===== src/rtl/seq_detect_pkg.sv =====
// Shared constants and types for the serial pattern detector.
// Patterns are written oldest bit first (MSB is received first).
package seq_detect_pkg;

    localparam int unsigned SEQ_LEN = 4;

    typedef logic [SEQ_LEN-1:0] pat_t;

    localparam pat_t SEQ_PAT_HI = 4'b1100;
    localparam pat_t SEQ_PAT_LO = 4'b1101;

endpackage


===== src/rtl/shift_hist.sv =====
// History shift register (newest bit in the LSB) with a saturating fill counter.
// full rises once WIDTH bits have been clocked in since the last reset.
module shift_hist #(
    parameter int unsigned WIDTH = 3
) (
    input  logic             clk,
    input  logic             rst,
    input  logic             x,
    output logic [WIDTH-1:0] hist,
    output logic             full
);

    localparam int unsigned CntW = $clog2(WIDTH + 1);
    localparam logic [CntW-1:0] CntMax = CntW'(WIDTH);

    logic [WIDTH-1:0] hist_q, hist_d;
    logic [CntW-1:0]  cnt_q, cnt_d;

    // WIDTH must be at least 2 for the shift slice below.
    always_comb begin
        hist_d = {hist_q[WIDTH-2:0], x};
        cnt_d  = cnt_q;
        if (cnt_q != CntMax) begin
            cnt_d = cnt_q + CntW'(1);
        end
    end

    always_ff @(posedge clk) begin
        if (rst) begin
            hist_q <= '0;
            cnt_q  <= '0;
        end else begin
            hist_q <= hist_d;
            cnt_q  <= cnt_d;
        end
    end

    assign hist = hist_q;
    assign full = (cnt_q == CntMax);

endmodule


===== src/rtl/seq_detect_core.sv =====
// Mealy detector for one of two LEN-bit patterns chosen by btn; overlapping matches allowed.
// z depends on the current x and btn, so it is valid before the edge that absorbs x.
module seq_detect_core
    import seq_detect_pkg::*;
#(
    parameter int unsigned       LEN    = SEQ_LEN,
    parameter logic [LEN-1:0]    PAT_HI = SEQ_PAT_HI,
    parameter logic [LEN-1:0]    PAT_LO = SEQ_PAT_LO
) (
    input  logic clk,
    input  logic rst,
    input  logic btn,
    input  logic x,
    output logic z
);

    logic [LEN-2:0] hist;
    logic           full;
    logic [LEN-1:0] cand;
    logic [LEN-1:0] pat_sel;

    shift_hist #(
        .WIDTH (LEN - 1)
    ) u_shift_hist (
        .clk  (clk),
        .rst  (rst),
        .x    (x),
        .hist (hist),
        .full (full)
    );

    always_comb begin
        cand    = {hist, x};
        pat_sel = btn ? PAT_HI : PAT_LO;
        // Gated by full so a zero-filled history never completes a pattern.
        z       = full && (cand == pat_sel) && !rst;
    end

endmodule


===== config.mk =====
export PLATFORM = sky130hd
export DESIGN_NAME = seq_detect_core
export DESIGN_NICKNAME = d
export VERILOG_FILES = /design/src/rtl/seq_detect_pkg.sv /design/src/rtl/shift_hist.sv /design/src/rtl/seq_detect_core.sv
export SDC_FILE = /design/constraint.sdc
export NUM_CORES = 1
export LEC_CHECK = 0
export BUFFER_PORTS_ARGS = -buffer_cell sky130_fd_sc_hd__buf_2
export CORE_AREA = 2 2 39 41
export CTS_CLUSTER_DIAMETER = 150
export CTS_CLUSTER_SIZE = 40
export DETAILED_ROUTE_END_ITERATION = 10
export DIE_AREA = 0 0 41 43
export GPL_TIMING_DRIVEN = 0
export SLEW_MARGIN = 10
export SYNTH_ARGS = -nofsm -noshare
export SYNTH_HDL_FRONTEND = slang
export SYNTH_SLANG_ARGS = --single-unit

===== constraint.sdc =====
create_clock -name clk -period 1.3 [get_ports clk]
set_clock_uncertainty 0.2 [all_clocks]
set_input_delay 0.065 -clock clk [delete_from_list [all_inputs] [get_ports clk]]
set_output_delay 0.065 -clock clk [all_outputs]
set_load 0.1 [all_outputs]

======== Yosys cells after proc, flatten, opt, wreduce, memory -nomap -nowiden ========
Cells that the tools add are included.
W data, S select, Z words.
cells by class
  $add $sub $neg .......................... 1
  eq/ne operators ......................... 3
  muxes and demuxes ....................... 1
  reductions and logical operators ........ 3
operators by type and width
  cell                   number
  $eq A4 B4 Y1           1
  $add A2 B1 Y2 const B  1
  $eq A2 B2 Y1 const B   1
  $logic_and A1 B1 Y1    2
  $ne A2 B2 Y1 const B   1
  $logic_not A1 Y1       1
  $mux W1                1
word-level totals
  flip-flop bits (word level) ............. 5
  input port bits ......................... 4

======== Logic depth before layout (Yosys ltp) ========
Gate-level depths: netlist (run 1).
  depth after elaboration ................. 4
  mapped depth ............................ 3

======== Cells and area by module ========
Synthesis (run 1) repeated with hierarchy kept, for this count alone.
unflattened totals
  cells, all modules ...................... 17
  area total of the unflattened synthesis .. 197.7 µm²
by module, submodules not included
  module           times used  cells an instance  area each (µm²)
  shift_hist       1           14                 170.2
  seq_detect_core  1           3                  27.5

======== Least setup slack after synthesis (run 1) ========
Ideal clock, no wire load.
  path type ............................... register to output
  start ................................... reg u_shift_hist.cnt_q[0]
  end ..................................... out z
  data arrival time ....................... 1.469 ns
  required time ........................... 1.035 ns
  slack ................................... -0.434 ns
  cell stages (with the launch flop) ...... 4
  buffers on the path ..................... 0
  cells stage by stage .................... dfxtp_1 ha_1 and3b_1 and3_1
on the way
  longest elaborated chain between the ends .. 3
ends and longest elaborated chain
  item                              RTL line               text
  start: declaration                shift_hist.sv:17       logic [CntW-1:0] cnt_q, cnt_d;
  start signal: assignment          shift_hist.sv:34       cnt_q <= cnt_d;
  $eq A2 B2 Y1                      shift_hist.sv:39       assign full = (cnt_q == CntMax);
  $logic_and A1 B1 Y1 (2 in a row)  seq_detect_core.sv:36  z = full && (cand == pat_sel) && !rst;
  end: declaration                  seq_detect_core.sv:14  output logic z
Every way passes these cells.

======== Final worst setup path (run 1) ========
  start ................................... reg u_shift_hist.cnt_q[1]
  end ..................................... out z
Same word-level chain as after synthesis.

==> results of run 1 <==
[tightest hold or removal path, cell delays in order]
cell and delay [ps]:
buf_2 120, nor2b_2 50, dlymetal6s4s_1 240
[stage by stage]
| step | cell area, um2 | hold slack, ps | total power, W | setup slack, ps | util |
|---|---|---|---|---|---|
| 2_1_floorplan | 190 | -70.0 | 0.000219 | 2.73 | - |
| 4_1_cts | 338 | 356 | 0.000454 | -209 | 0.244 |
| 3_3_place_gp | 230 | 90.5 | 0.000231 | -225 | 0.166 |
| 3_5_place_dp | 230 | 97.6 | 0.000236 | -240 | 0.166 |
| 5_1_grt | 360 | 84.9 | 0.000501 | -240 | 0.260 |
| 6_report | 360 | 86.8 | 0.000462 | -197 | 0.260 |
[area by class of cell]
class,instances,area share
multi-input cells,11,0.302
well taps,16,0.0556
flip-flops and latches,5,0.292
repair buffers,11,0.278
clock buffers,4,0.0729
[synthesized netlist by cell type, drive strengths merged]
| cell | number | area [um2] |
|---|---|---|
| nor2b | 3 | 18.8 |
| xor2 | 2 | 17.5 |
| nor2 | 2 | 7.51 |
| and3 | 1 | 6.26 |
| and3b | 1 | 8.76 |
| ha | 1 | 12.5 |
| mux2i | 1 | 10.0 |
| dfxtp | 5 | 100 |
[cell families (layout without fill, tap and decap cells)]
logic type	Yosys count	in the layout	synth area share
multiplexers	1	1	0.0552
AND/OR/NAND/NOR	7	7	0.228
adder cells (fa/ha/maj)	1	1	0.0690
XOR/XNOR	2	2	0.0966
flip-flops	5	5	0.552
buffers and inverters	0	15	0
[metal layers]
| layer | GRT usage | part of all wire |
|---|---|---|
| met1 | 0.0550 | 0.35 |
| met2 | 0.116 | 0.55 |
| met3 | 0.0681 | 0.098 |
| met4 | 0.0400 | 0 |
| met5 | 0 | 0 |
[how the worst max path moves through the flow]
stage,end,start,slack (ps),cells after the start
finish,z,u_shift_hist.cnt_q[1],-200,4
global route,z,u_shift_hist.cnt_q[1],-240,4
CTS,z,u_shift_hist.cnt_q[0],-210,4
detailed placement,z,u_shift_hist.cnt_q[1],-240,4
global placement,z,u_shift_hist.cnt_q[1],-230,4
floorplan,z,u_shift_hist.cnt_q[1],3,3
[where the power goes]
group	leakage [nW]	internal [W]	switching [W]	total, W
clock	0.0150	0.000116	0.0000608	0.000177
sequential	0.0422	0.000176	0.0000178	0.000194
combinational	0.116	0.0000574	0.0000339	0.0000913
total	0.173	0.000350	0.000113	0.000462
[repair_timing]
action / in CTS / in global routing
hold buffers: 4 / 0
pin swaps: 2 / 2
gates resized for setup: 6 / 4
setup endpoints to repair: 1 / 2
buffers inserted: 2 / 1
hold endpoints to repair: 5 / 0
[registers in the layout, summed over array words and instances (netlist names)]
| name | cells |
|---|---|
| u_shift_hist.cnt_q | 2 |
| u_shift_hist.hist | 3 |
==> flow_summary.json, run 1 <==
{
  "worst_pin_slew_ps": 132,
  "critPathKind": "reg2out",
  "io_buffers": 4,
  "drt_iter0_drc": 1,
  "slew_viol_final": 0,
  "maxSlewHeadroom": 0.910,
  "critPathTopFamily": "flip-flops",
  "yosys_warnings": 0,
  "critPathMaxFanout": 2,
  "end_kind": "output port",
  "final_nets": 37,
  "hold_end": "u_shift_hist.hist[2]",
  "numCtsBuffers": 3,
  "timing.rr.end": "u_shift_hist.hist[1]",
  "timing.final.crit_share": 1.15,
  "routabilityCongestion": 0.516,
  "final_cells": 47,
  "first_pass_iters": 4,
  "clk_latency_ps": 240,
  "syn_nets": 21,
  "synthCells": 16,
  "rsz0062_at_grt": "true",
  "ant_nets": 0,
  "htree_levels": 1,
  "cts.sinks": 5,
  "power.density_nw_per_um2": 1280,
  "syn_avg_cell_area_um2": 11.3,
  "final_cell_mix": "clkbuf_4, dlygate4sd3_1, buf_2, buf_4, dfxtp_1",
  "crit_chain": "ha_4 > and3b_1 > and3_4 > buf_12",
  "cap_violations": 0,
  "multiInputGateArea_um2": 109,
  "syn-cell-area_um2": 181,
  "core_um2": 1380,
  "cts_tree": "done",
  "crit_buf_inv": 1,
  "viasPerCell": 3.36,
  "ir_drop_mv": 0.588,
  "crit_arrival_ps": 1230,
  "required_ps": 1030,
  "slowest_stage": "dfxtp_2",
  "startpoint_type": "flip-flop",
  "leakagePower_nw": 0.173,
  "final_layout_size_suffix_gt1_frac": 0.516,
  "start_util": 0.131,
  "violations": "negative setup slack",
  "r2r_setup_slack_ps": 20,
  "syn2layout_area_growth_pct": 98.6,
  "grt_pass1_vias": 185,
  "clock-root-buffer": "clkbuf_4",
  "fin_ws_ps": -197,
  "route.detailed.drc": 0,
  "dieArea_um2": 1760,
  "synth_seq_area_share": 0.552,
  "setup_viol": 1,
  "antenna_found_initial": 0,
  "n_antenna_cell": 0,
  "grt_overflow": 0,
  "die_w_um": 41,
  "clkTransAtPathRegs_ps": 40,
  "track_usage": 0.0734,
  "min_period_ps": 1500,
  "grt_pass1_wl_um": 759,
  "regArea_um2": 105,
  "status": "finished with violations",
  "hold_start": "rst",
  "rows": 14,
  "final.fill_count": 145,
  "drt-total-wl_um": 428,
  "routedWlPerCell_um": 9.11,
  "num_vias": 158,
  "fmax_ghz": 0.668,
  "hold_path_depth": 3,
  "setup_tns_ps": -197,
  "grt_max_degree": 5,
  "holdCritPathClass": "in2reg",
  "clk_path_buf_depth": 2,
  "die_h_um": 43,
  "worstRegToRegCells": 2,
  "finalHoldViolCount": 0,
  "yosysUniqueCellTypes": 8,
  "r2r-start": "u_shift_hist.hist[0]",
  "io-pin-count": 5,
  "ys_seq_elements": 5,
  "max_stage_delay_ps": 350,
  "placedCellCount": 36
}
No activity file was read; power rests on OpenSTA's default activity.
==> run 2, diff against run 1 <==
--- a/config.mk
+++ b/config.mk
@@ -5,7 +5,7 @@
 export SDC_FILE = /design/constraint.sdc
 export NUM_CORES = 1
 export LEC_CHECK = 0
-export BUFFER_PORTS_ARGS = -buffer_cell sky130_fd_sc_hd__buf_2
+export BUFFER_PORTS_ARGS = -buffer_cell sky130_fd_sc_hd__buf_4
 export CORE_AREA = 2 2 39 41
 export CTS_CLUSTER_DIAMETER = 150
 export CTS_CLUSTER_SIZE = 40
==> run 2 against run 1 <==
Net effect:
- the run still ends with negative setup slack left
- maximum frequency rose by 0.76%
- final cell count fell by 2.1%
- worst setup slack improved by 11 ps
- global-route usage fell by 1.2 points
==> flow_summary.json, run 2 (synthesis gave the netlist of run 1 again) <==
{
  "setup_tns_ps": -186,
  "maxSlewHeadroom": 0.911,
  "r2r_setup_slack_ps": 30,
  "finalHoldViolCount": 0,
  "r2r-start": "u_shift_hist.hist[1]",
  "grt_max_degree": 5,
  "ant_nets": 0,
  "dieArea_um2": 1760,
  "io_buffers": 4,
  "violations": "negative setup slack",
  "p_comb_frac": 0.173,
  "track_usage": 0.0613,
  "end_kind": "output port",
  "critPathKind": "reg2out",
  "clock-root-buffer": "clkbuf_4",
  "cts.sinks": 5,
  "largest_reg_flops": 3,
  "final_nets": 36,
  "syn2layout_area_growth_pct": 90.3,
  "first_pass_iters": 2,
  "critPathTopFamily": "flip-flops",
  "slowest_stage": "dfxtp_2",
  "critPathMaxFanout": 2,
  "fmax_ghz": 0.673,
  "route.detailed.drc": 0,
  "setup_viol": 1,
  "status": "finished with violations",
  "final_cell_mix": "buf_4, dlygate4sd3_1, nor2b_1, clkbuf_4, dfxtp_1",
  "ir_drop_mv": 0.575,
  "final.fill_count": 150,
  "p_sw_w": 0.000106,
  "grt_pass1_vias": 166,
  "power_frac_seq": 0.428,
  "antenna_found_initial": 0,
  "power_frac_clock": 0.399,
  "intPower_w": 0.000341,
  "rows": 14,
  "slew_viol_final": 0,
  "grt_pass1_wl_um": 648,
  "viasPerCell": 3.54,
  "holdCritPathClass": "reg2reg",
  "routabilityCongestion": 0.524,
  "hold_path_depth": 2,
  "layout_commonest_cell": "buf_4",
  "worstRegToRegCells": 2,
  "clk_path_buf_depth": 2,
  "multiInputGateArea_um2": 98.8,
  "hold_end": "u_shift_hist.cnt_q[1]",
  "crit_buf_inv": 1,
  "fin_ws_ps": -186,
  "grt_overflow": 0,
  "cts_tree": "done",
  "regArea_um2": 103,
  "num_vias": 163,
  "core_um2": 1380,
  "required_ps": 1030,
  "worst_pin_slew_ps": 130,
  "n_antenna_cell": 0,
  "finalPower_w": 0.000447,
  "drt_iter0_drc": 1,
  "power.density_nw_per_um2": 1290,
  "io-pin-count": 5,
  "timing.rr.end": "u_shift_hist.hist[2]",
  "routedWlPerCell_um": 7.93,
  "die_h_um": 43,
  "clk_latency_ps": 240,
  "die_w_um": 41,
  "final_layout_size_suffix_gt1_frac": 0.433,
  "numCtsBuffers": 3,
  "cap_violations": 0,
  "startpoint_type": "flip-flop",
  "clkTransAtPathRegs_ps": 40,
  "swShare": 0.236,
  "drt-total-wl_um": 365,
  "timing.final.crit_share": 1.14,
  "hold_start": "u_shift_hist.cnt_q[1]",
  "start_util": 0.131,
  "crit_chain": "ha_4 > and3b_1 > and3_4 > buf_12",
  "crit_arrival_ps": 1220,
  "rsz0062_at_grt": "true",
  "max_stage_delay_ps": 350,
  "htree_levels": 1,
  "min_period_ps": 1490,
  "leakagePower_nw": 0.155
}
## run 2: stage by stage
| stage | hold WS [ps] | worst slack, ps | utilization | cells | cell area [um2] |
|---|---|---|---|---|---|
| 6_report | 342 | -186 | 0.250 | 46 | 345 |
| 4_1_cts | 323 | -203 | 0.250 | 46 | 345 |
| 5_1_grt | 373 | -230 | 0.250 | 46 | 345 |
| 3_5_place_dp | 66.1 | -106 | 0.174 | 36 | 240 |
| 2_1_floorplan | -70.0 | 2.73 | - | 16 | 190 |
| 3_3_place_gp | 62.5 | -95.0 | 0.174 | 36 | 240 |
## run 2: cell type report
| cell class | instances | share of cell area |
|---|---|---|
| timing repair buffer | 10 | 0.283 |
| tap | 16 | 0.0580 |
| clock buffer | 4 | 0.0761 |
| multi-input combinational | 11 | 0.286 |
| sequential | 5 | 0.297 |
## run 2: worst max path at each step
stage | start | to | cells past startpoint
final | u_shift_hist.cnt_q[1] | z | 4
after CTS | u_shift_hist.cnt_q[0] | z | 4
after floorplan | u_shift_hist.cnt_q[1] | z | 3
after global routing | u_shift_hist.cnt_q[0] | z | 4
after detailed placement | u_shift_hist.cnt_q[0] | z | 4
after global placement | u_shift_hist.cnt_q[1] | z | 4
## run 2: what timing repair did
action,in CTS,in global routing
buffers inserted,2,0
gates cloned,0,0
hold buffers,4,0
gates resized for setup,5,0
hold endpoints to repair,5,0
pin swaps,1,1
setup endpoints to repair,1,1
## run 2: routing by layer
metal  part of all wire  GRT usage  routed length, um
met5                  0          0                  0
met4              0.052     0.0800                 19
met3              0.071     0.0314                 26
met2               0.51     0.0719                185
met1               0.37     0.0645                134
## run 2: worst reg2reg max path: cells and delay by family, from the launching register on
| family | cells | cell delay (ps) |
|---|---|---|
| buf+inv | 1 | 550 |
| flops | 1 | 280 |
| simple gates | 1 | 120 |
## run 2: power groups by stage
stage                     registers [W]  logic (W)  clock network [W]
after detailed placement       0.000186  0.0000500                  0
after floorplan                0.000184  0.0000354                  0
final                          0.000191  0.0000775           0.000178
after global placement         0.000185  0.0000482                  0
after CTS                      0.000190  0.0000734           0.000188
after global routing           0.000193  0.0000917           0.000200
